===== config.mk =====
export PLATFORM = sky130hd
export DESIGN_NAME = uart_rx
export DESIGN_NICKNAME = d
export VERILOG_FILES = /design/src/rtl/uart_rx.sv
export SDC_FILE = /design/constraint.sdc
export NUM_CORES = 1
export LEC_CHECK = 0
export CAP_MARGIN = 10
export CORE_UTILIZATION = 48
export CTS_BUF_LIST = sky130_fd_sc_hd__clkbuf_16
export CTS_CLUSTER_DIAMETER = 30
export DETAILED_ROUTE_END_ITERATION = 12
export PLACE_DENSITY = 0.73
export SLEW_MARGIN = 25
export SYNTH_ARGS = -nofsm -noshare
export SYNTH_HDL_FRONTEND = slang
export SYNTH_SLANG_ARGS = --single-unit

===== constraint.sdc =====
create_clock -name clk_i -period 1.5 [get_ports clk_i]
set_clock_uncertainty 0.05 [all_clocks]
set_input_delay 0.3 -clock clk_i [delete_from_list [all_inputs] [get_ports clk_i]]
set_output_delay 0.3 -clock clk_i [all_outputs]
set_load 0.02 [all_outputs]

===== src/rtl/uart_rx.sv =====
// uart_rx: 16x-oversampled UART receiver, LSB first, valid/ready delivery with error pulses.
// Optional even parity bit enabled by defining UART_RX_PARITY_EN.
module uart_rx #(
  parameter int DATA_BITS   = 8,
  parameter int SYNC_STAGES = 2
) (
  input  logic                 clk_i,
  input  logic                 rst_i,
  input  logic                 rx_tick_i,
  input  logic                 rx_i,
  output logic [DATA_BITS-1:0] data_o,
  output logic                 valid_o,
  input  logic                 ready_i,
  output logic                 frame_err_o,
  output logic                 overrun_o,
  output logic                 parity_err_o
);
`ifdef UART_RX_PARITY_EN
  typedef enum logic [2:0] {IDLE, START, DATA, PARITY, STOP, BREAK} state_e;
`else
  typedef enum logic [2:0] {IDLE, START, DATA, STOP, BREAK} state_e;
`endif
  state_e                 state_q, state_d;
  logic [SYNC_STAGES-1:0] sync_q, sync_d;
  logic [3:0]             tick_q, tick_d;
  logic [2:0]             bit_q, bit_d;
  logic [DATA_BITS-1:0]   shift_q, shift_d, data_q, data_d;
  logic                   valid_q, valid_d, deliver_q, deliver_d, par_bad_q, par_bad_d;
  logic                   ferr_q, ferr_d, ovr_q, ovr_d, perr_q, perr_d;
  logic                   rx_s, tick_end;
  assign rx_s     = sync_q[SYNC_STAGES-1];
  assign sync_d   = {sync_q[SYNC_STAGES-2:0], rx_i};
  assign tick_end = rx_tick_i && tick_q == 4'd15;
  always_comb begin
    state_d   = state_q;
    tick_d    = rx_tick_i ? tick_q + 4'd1 : tick_q;
    bit_d     = bit_q;
    shift_d   = shift_q;
    par_bad_d = par_bad_q;
    deliver_d = 1'b0;
    ferr_d    = 1'b0;
    perr_d    = 1'b0;
    ovr_d     = 1'b0;
    data_d    = data_q;
    valid_d   = valid_q & ~ready_i;
    // A byte finished last cycle: accept it only if the output slot is free or draining now
    if (deliver_q) begin
      if (!valid_q || ready_i) begin
        data_d  = shift_q;
        valid_d = 1'b1;
      end else ovr_d = 1'b1;
    end
    case (state_q)
      IDLE: begin
        tick_d  = 4'd0;
        state_d = rx_s ? IDLE : START;
      end
      START: if (rx_tick_i && tick_q == 4'd7) begin
        state_d = rx_s ? IDLE : DATA;
        tick_d  = 4'd0;
        bit_d   = 3'd0;
      end
      DATA: if (tick_end) begin
        shift_d = {rx_s, shift_q[DATA_BITS-1:1]};
        bit_d   = bit_q + 3'd1;
`ifdef UART_RX_PARITY_EN
        state_d = bit_q == 3'(DATA_BITS-1) ? PARITY : DATA;
`else
        state_d = bit_q == 3'(DATA_BITS-1) ? STOP : DATA;
`endif
      end
`ifdef UART_RX_PARITY_EN
      PARITY: if (tick_end) begin
        par_bad_d = ^shift_q ^ rx_s;
        state_d   = STOP;
      end
`endif
      STOP: if (tick_end) begin
        state_d   = rx_s ? IDLE : BREAK;
        ferr_d    = ~rx_s;
        perr_d    = rx_s & par_bad_q;
        deliver_d = rx_s & ~par_bad_q;
      end
      BREAK: state_d = rx_s ? IDLE : BREAK;
      default: state_d = IDLE;
    endcase
  end
  always_ff @(posedge clk_i) begin
    if (!rst_i) begin
      state_q   <= IDLE;
      sync_q    <= '1;
      tick_q    <= '0;
      bit_q     <= '0;
      shift_q   <= '0;
      data_q    <= '0;
      valid_q   <= 1'b0;
      deliver_q <= 1'b0;
      par_bad_q <= 1'b0;
      ferr_q    <= 1'b0;
      ovr_q     <= 1'b0;
      perr_q    <= 1'b0;
    end else begin
      state_q   <= state_d;
      sync_q    <= sync_d;
      tick_q    <= tick_d;
      bit_q     <= bit_d;
      shift_q   <= shift_d;
      data_q    <= data_d;
      valid_q   <= valid_d;
      deliver_q <= deliver_d;
      par_bad_q <= par_bad_d;
      ferr_q    <= ferr_d;
      ovr_q     <= ovr_d;
      perr_q    <= perr_d;
    end
  end
  assign data_o       = data_q;
  assign valid_o      = valid_q;
  assign frame_err_o  = ferr_q;
  assign overrun_o    = ovr_q;
  assign parity_err_o = perr_q;
endmodule

==> results of run 1 <==
sequential cells by signal, indices dropped and copies added (netlist names):
register	cells
bit_q	3
data_o	8
deliver_q	1
frame_err_o	1
overrun_o	1
shift_q	8
state_q	3
sync_q	2
tick_q	4
valid_o	1
area by class of cell:
cell class / count / share of cell area
Clock buffer: 5 / 0.0691
Timing Repair Buffer: 36 / 0.162
Multi-Input combinational cell: 105 / 0.365
Inverter: 4 / 0.00829
Sequential cell: 32 / 0.354
Clock inverter: 3 / 0.0214
Tap cell: 30 / 0.0207
placed cells by master, fill, tap and decap left out, drive strengths merged, types with 2 or more instances in the layout:
cell,count
dfxtp,32
buf,21
nand3,19
a21oi,19
o21ai,17
dlygate4sd2,11
nand2b,5
inv,5
nand2,5
clkbuf,5
nor3,4
nor2,4
clkdlybuf4s50,4
nand4,3
mux2i,3
ha,3
and3,2
or3b,2
nor4,2
cells by family (layout without fill, tap and decap cells):
kind of cell,Yosys count,in the layout,share of synthesized area
simple gates,52,52,0.216
mux,3,3,0.0220
other cells,1,1,0.00275
compound gates,44,44,0.185
fa+ha+maj,3,3,0.0275
xor+xnor,2,2,0.0128
flops,32,32,0.470
buf+inv,18,48,0.0642
critical path: cells and delay by family (launching register included):
kind / cells / cell delay [ps]
AOI/OAI and AO/OA: 1 / 210
and+or+nand+nor: 1 / 410
buffers and inverters: 1 / 170
DFF: 1 / 350
muxes: 1 / 180
worst min path at each step:
stage	startpoint	to	slack, ps	cells after the start
CTS	sync_q[0]	sync_q[1]	380	1
global route	sync_q[0]	sync_q[1]	380	1
finish	sync_q[0]	sync_q[1]	370	1
global placement	sync_q[0]	sync_q[1]	350	1
detailed placement	sync_q[0]	sync_q[1]	370	1
floorplan	sync_q[0]	sync_q[1]	340	1
power by group:
| part | total (mW) | leakage (nW) | internal [mW] | switching [mW] |
|---|---|---|---|---|
| registers | 0.860 | 0.258 | 0.856 | 0.00387 |
| logic | 0.0621 | 0.386 | 0.0301 | 0.0320 |
| clock network | 1.12 | 0.0850 | 0.772 | 0.347 |
metrics by stage:
| stage | std cells | cell area (µm²) |
|---|---|---|
| after floorplan | 155 | 1360 |
| after global placement | 207 | 1640 |
| after detailed placement | 207 | 1640 |
| after CTS | 215 | 1790 |
| after global routing | 215 | 1810 |
| final | 215 | 1810 |
repair_timing:
item / CTS / global route
setup endpoints to repair: 12 / 7
resized for setup: 13 / 4
pin swaps: 1 / 1
layer usage:
metal / part of all wire / up-vias / track usage / routed length, µm
li1: - / 610 / - / -
met1: 0.43 / 597 / 0.249 / 1370
met2: 0.51 / 27 / 0.356 / 1610
met3: 0.045 / 6 / 0.0773 / 144
met4: 0.015 / 0 / 0.0929 / 46
met5: 0 / - / 0 / 0
==> results.tsv, run 1 <==
stage	metric	value	unit
route	wl	3.17	mm
critical_path	rr_startpoint	state_q[1]	
critical_path	path_class	flop to flop	
critical_path	worstPathRequired	1650	ps
die	die_y	55.3	µm
finish	diodes	0	
critical_path	endpoint_kind	flop	
global_route	grt_pass1_vias	1132	
critical_path	arrival	1590	ps
die	core_area	0.00259	mm²
finish	final_util	0.700	
yosys	syn_inst	155	
die	start_util	0.527	
die	rows	18	
pwr	peakVddDrop	1160	µV
yosys	syn_nets	163	
global_route	grt_usage	0.215	
critical_path	cpPeakStageDelay	410	ps
timing	clock.fmax	695	MHz
global_route	antenna_found_initial	0	
clock_network	cts_tree	done	
route	dr.first_iter.drc_count	42	
status	outcome	completed	
finish	final-seq-area	641	µm²
yosys	synthFlopType	dfxtp_1	
global_route	grt_max_degree	20	
timing	fin_crit	1440	ps
clock_network	clockBufferDepth	2	
die	die_w	55.3	µm
route	wl_per_cell	14.8	µm
critical_path	start_kind	flop	
critical_path	crit_path_start	state_q[1]	
clock_network	cts.clk_slew.worst_paths	50	ps
clock_network	clock_latency	280	ps
yosys	async_reset_ff_frac	0	
job	max-cap-violations	0	
critical_path	critPathCapture	bit_q[2]	
die	dieArea	0.00306	mm²
placed_design	gp_congestion	0.892	
yosys	post-synth-top-count-cell	dfxtp_1	
route	drc	0	
yosys	synth_cell_types	39	
critical_path	cp_max_fo	5	
finish	num-nets-final	192	
yosys	syn_avg_cell_area	8.80	µm²
yosys	synth_largest_area_cell	dfxtp_1	
global_route	overflow	0	
yosys	synth_edf_count	0	
yosys	synth-seq-cells	32	
clock_network	post-cts-setup-buffers	0	
route	ant_nets	0	
critical_path	worst-r2r-cell-count	4	
finish	drive_gt1_frac	0.195	
yosys	ys_warn_count	0	
pwr	finalPower	2.04	mW
critical_path	slowest_stage	or3b_1	
timing	period_share	0.960	
critical_path	cp_cell_sequence	or3b_1 > a211oi_2 > buf_4 > mux2i_1	
timing	setup_viol	0	
route	num_vias	1240	
timing	tns	0	ps
timing	rsz0062_at_grt	no	
clock_network	clkSinkCount	32	
pwr	p_per_area	1130	mW/mm²
yosys	seq_area_frac_synth	0.470	
die	pin_count	17	
timing	whs	372	ps
yosys	synthTopCellsByArea	dfxtp_1 47%, a21oi_1 7.0%, nand3_1 7.0%, o21ai_0 5.9%, ha_1 2.8%	
yosys	synth_area	0.00136	mm²
finish	multiInputGateArea	661	µm²
placed_design	place_ws	-227	ps
critical_path	reg2reg_slack	60	ps
timing	hold_viol	0	
hold_path	hold_path.class	flop to flop	
global_route	grt_pass1_wl	5.09	mm
placed_design	io_buffers	15	
yosys	synthTopCellsByCount	32 x dfxtp_1, 19 x a21oi_1, 19 x nand3_1	
route	first_pass_iters	4	
clock_network	ctsHoldBuffers	0	
finish	fillers	206	
clock_network	clock-root-buffer	clkbuf_16	
clock_network	cts_htree_levels	2	
finish	area_growth	32.8	%
placed_design	dp_hpwl	2.13	mm
pwr	p_leak	0.729	nW
route	via_per_inst	5.77	
timing	report.final.slew_viol_count	0	
yosys	netlist.area_leader.share	0.470	
timing	finalWorstSetupSlack	60.3	ps
clock_network	cts_inserted_buffers	5	
critical_path	r2r_end	bit_q[2]	
No activity file was read; power rests on OpenSTA's default activity.
==> run 2, diff against run 1 <==
--- a/config.mk
+++ b/config.mk
@@ -6,11 +6,14 @@
 export NUM_CORES = 1
 export LEC_CHECK = 0
 export CAP_MARGIN = 10
-export CORE_UTILIZATION = 48
+export CELL_PAD_IN_SITES_DETAIL_PLACEMENT = 1
+export CELL_PAD_IN_SITES_GLOBAL_PLACEMENT = 2
+export CORE_MARGIN = 4
+export CORE_UTILIZATION = 29
 export CTS_BUF_LIST = sky130_fd_sc_hd__clkbuf_16
 export CTS_CLUSTER_DIAMETER = 30
 export DETAILED_ROUTE_END_ITERATION = 12
-export PLACE_DENSITY = 0.73
+export PLACE_DENSITY_LB_ADDON = 0.1
 export SLEW_MARGIN = 25
 export SYNTH_ARGS = -nofsm -noshare
 export SYNTH_HDL_FRONTEND = slang
==> run 2 against run 1 <==
Effect of this change: design area is 3.7% higher; highest routed layer unchanged; final cell count is 12% higher; clock-buffer cell count stayed put; critical path type unchanged; worst hold slack worse by 14 ps; largest cell class unchanged.
==> results.tsv, run 2 (synthesis gave the netlist of run 1 again) <==
stage	metric	value	unit
finish	area_growth	37.8	%
finish	post-route-cell-area	0.00188	mm²
global_route	overflow	0	
finish	final_cells	240	
placed_design	dp_hpwl	2.52	mm
timing	setup_viol	0	
die	rows	24	
finish	diodes	0	
timing	report.final.slew_viol_count	0	
critical_path	reg2reg_slack	60	ps
clock_network	cts_inserted_buffers	5	
pwr	finalPower	2.04	mW
pwr	p_per_area	1090	mW/mm²
route	dr.first_iter.drc_count	48	
critical_path	worstPathRequired	1650	ps
timing	fin_crit	1440	ps
clock_network	cts_tree	done	
clock_network	clock-root-buffer	clkbuf_16	
finish	drive_gt1_frac	0.229	
route	via_per_inst	5.09	
placed_design	io_buffers	15	
critical_path	slowest_stage	or3b_1	
clock_network	clockBufferDepth	2	
critical_path	endpoint_kind	flop	
critical_path	critPathCapture	bit_q[2]	
pwr	pwr-share-comb	0.030	
clock_network	clkSinkCount	32	
pwr	peakVddDrop	518	µV
finish	final-seq-area	649	µm²
finish	final_util	0.423	
pwr	clock_power_share	0.550	
critical_path	cp_max_fo	4	
critical_path	arrival	1590	ps
route	first_pass_iters	4	
global_route	grt_pass1_wl	6.13	mm
critical_path	start_kind	flop	
critical_path	r2r_end	bit_q[2]	
critical_path	cp_cell_sequence	or3b_1 > a211oi_2 > buf_4 > mux2i_1	
finish	fillers	529	
die	start_util	0.307	
pwr	p_leak	0.757	nW
die	dieArea	0.00586	mm²
clock_network	cts.clk_slew.worst_paths	50	ps
die	die_y	76.6	µm
die	core_area	0.00444	mm²
die	pin_count	17	
pwr	seqPwrFrac	0.420	
clock_network	clock_latency	270	ps
critical_path	cpPeakStageDelay	390	ps
route	num_vias	1222	
pwr	p_sw	388	µW
finish	multiInputGateArea	654	µm²
timing	hold_viol	0	
global_route	antenna_found_initial	0	
job	max-cap-violations	0	
critical_path	path_class	flop to flop	
route	ant_nets	0	
status	outcome	completed	
clock_network	cts_htree_levels	2	
timing	rsz0062_at_grt	yes	
placed_design	dp_cells	231	
hold_path	hold_path.class	flop to flop	
route	wl_per_cell	14.7	µm
critical_path	worst-r2r-cell-count	4	
placed_design	gp_congestion	0.799	
route	drc	0	
pwr	switching_share	0.190	
critical_path	rr_startpoint	tick_q[3]	
global_route	grt_usage	0.132	
route	wl	3.53	mm
finish	final_common_cell	dfxtp_1	
global_route	grt_max_degree	20	
finish	final_cell_mix	27 x dfxtp_1, 22 x buf_4, 19 x nand3_1, 19 x a21oi_1, 14 x o21ai_0	
die	die_w	76.6	µm
timing	period_share	0.959	
finish	num-nets-final	195	
global_route	grt_pass1_vias	1238	
pwr	cell_internal_pwr	1.66	mW
timing	clock.fmax	695	MHz
placed_design	postPlaceCellArea	0.00169	mm²
critical_path	crit_path_start	tick_q[3]	
timing	whs	357	ps
## run 2: per-stage QoR
stage / setup TNS (ps) / setup slack [ps]
2_1_floorplan: 0 / 10.3
3_3_place_gp: -4040 / -376
3_5_place_dp: -4900 / -536
4_1_cts: 0 / 7.98
5_1_grt: -25.3 / -16.6
6_report: 0 / 62.0
## run 2: area by class of cell
type                       instances  share of cell area
timing repair buffer              39               0.176
clock inverter                     3              0.0206
multi-input combinational        105               0.348
clock buffer                       5              0.0666
sequential                        32               0.346
inverter                           4             0.00799
tap                               52              0.0346
## run 2: how the worst min path moves through the flow
stage | from | end | slack, ps | depth (start not counted)
after floorplan | sync_q[0] | sync_q[1] | 340 | 1
after global placement | sync_q[0] | sync_q[1] | 340 | 1
after detailed placement | sync_q[0] | sync_q[1] | 350 | 1
after CTS | sync_q[0] | sync_q[1] | 360 | 1
after global routing | sync_q[0] | sync_q[1] | 390 | 1
final | sync_q[0] | sync_q[1] | 360 | 1
## run 2: metal layers
metal | global-route usage | share of wire | up-vias
met5 | 0 | 0 | -
met2 | 0.203 | 0.45 | 21
li1 | - | - | 614
met1 | 0.169 | 0.50 | 581
met3 | 0.0414 | 0.037 | 6
met4 | 0.0543 | 0.017 | 0
## run 2: critical path, delay by kind of cell, from the launching register on
kind / cells / cell delay (ps)
muxes: 1 / 170
DFF: 1 / 340
buffers and inverters: 1 / 170
and+or+nand+nor: 1 / 390
AOI/OAI and AO/OA: 1 / 260
## run 2: what timing repair did
action                                 in CTS  in global routing
pin swaps                                   2                  4
endpoints found under the hold margin       0                  0
gates resized for setup                    16                  9
hold buffers                                0                  0
setup buffers                               1                  0
setup endpoints to repair                  24                  7
## run 2: power groups by stage
| stage | clock network (mW) | registers (mW) | logic, mW |
|---|---|---|---|
| detailed placement | 0 | 0.877 | 0.0607 |
| floorplan | 0 | 0.875 | 0.0357 |
| global placement | 0 | 0.877 | 0.0585 |
| CTS | 1.16 | 0.859 | 0.0609 |
| finish | 1.12 | 0.859 | 0.0623 |
| global route | 1.19 | 0.859 | 0.0677 |
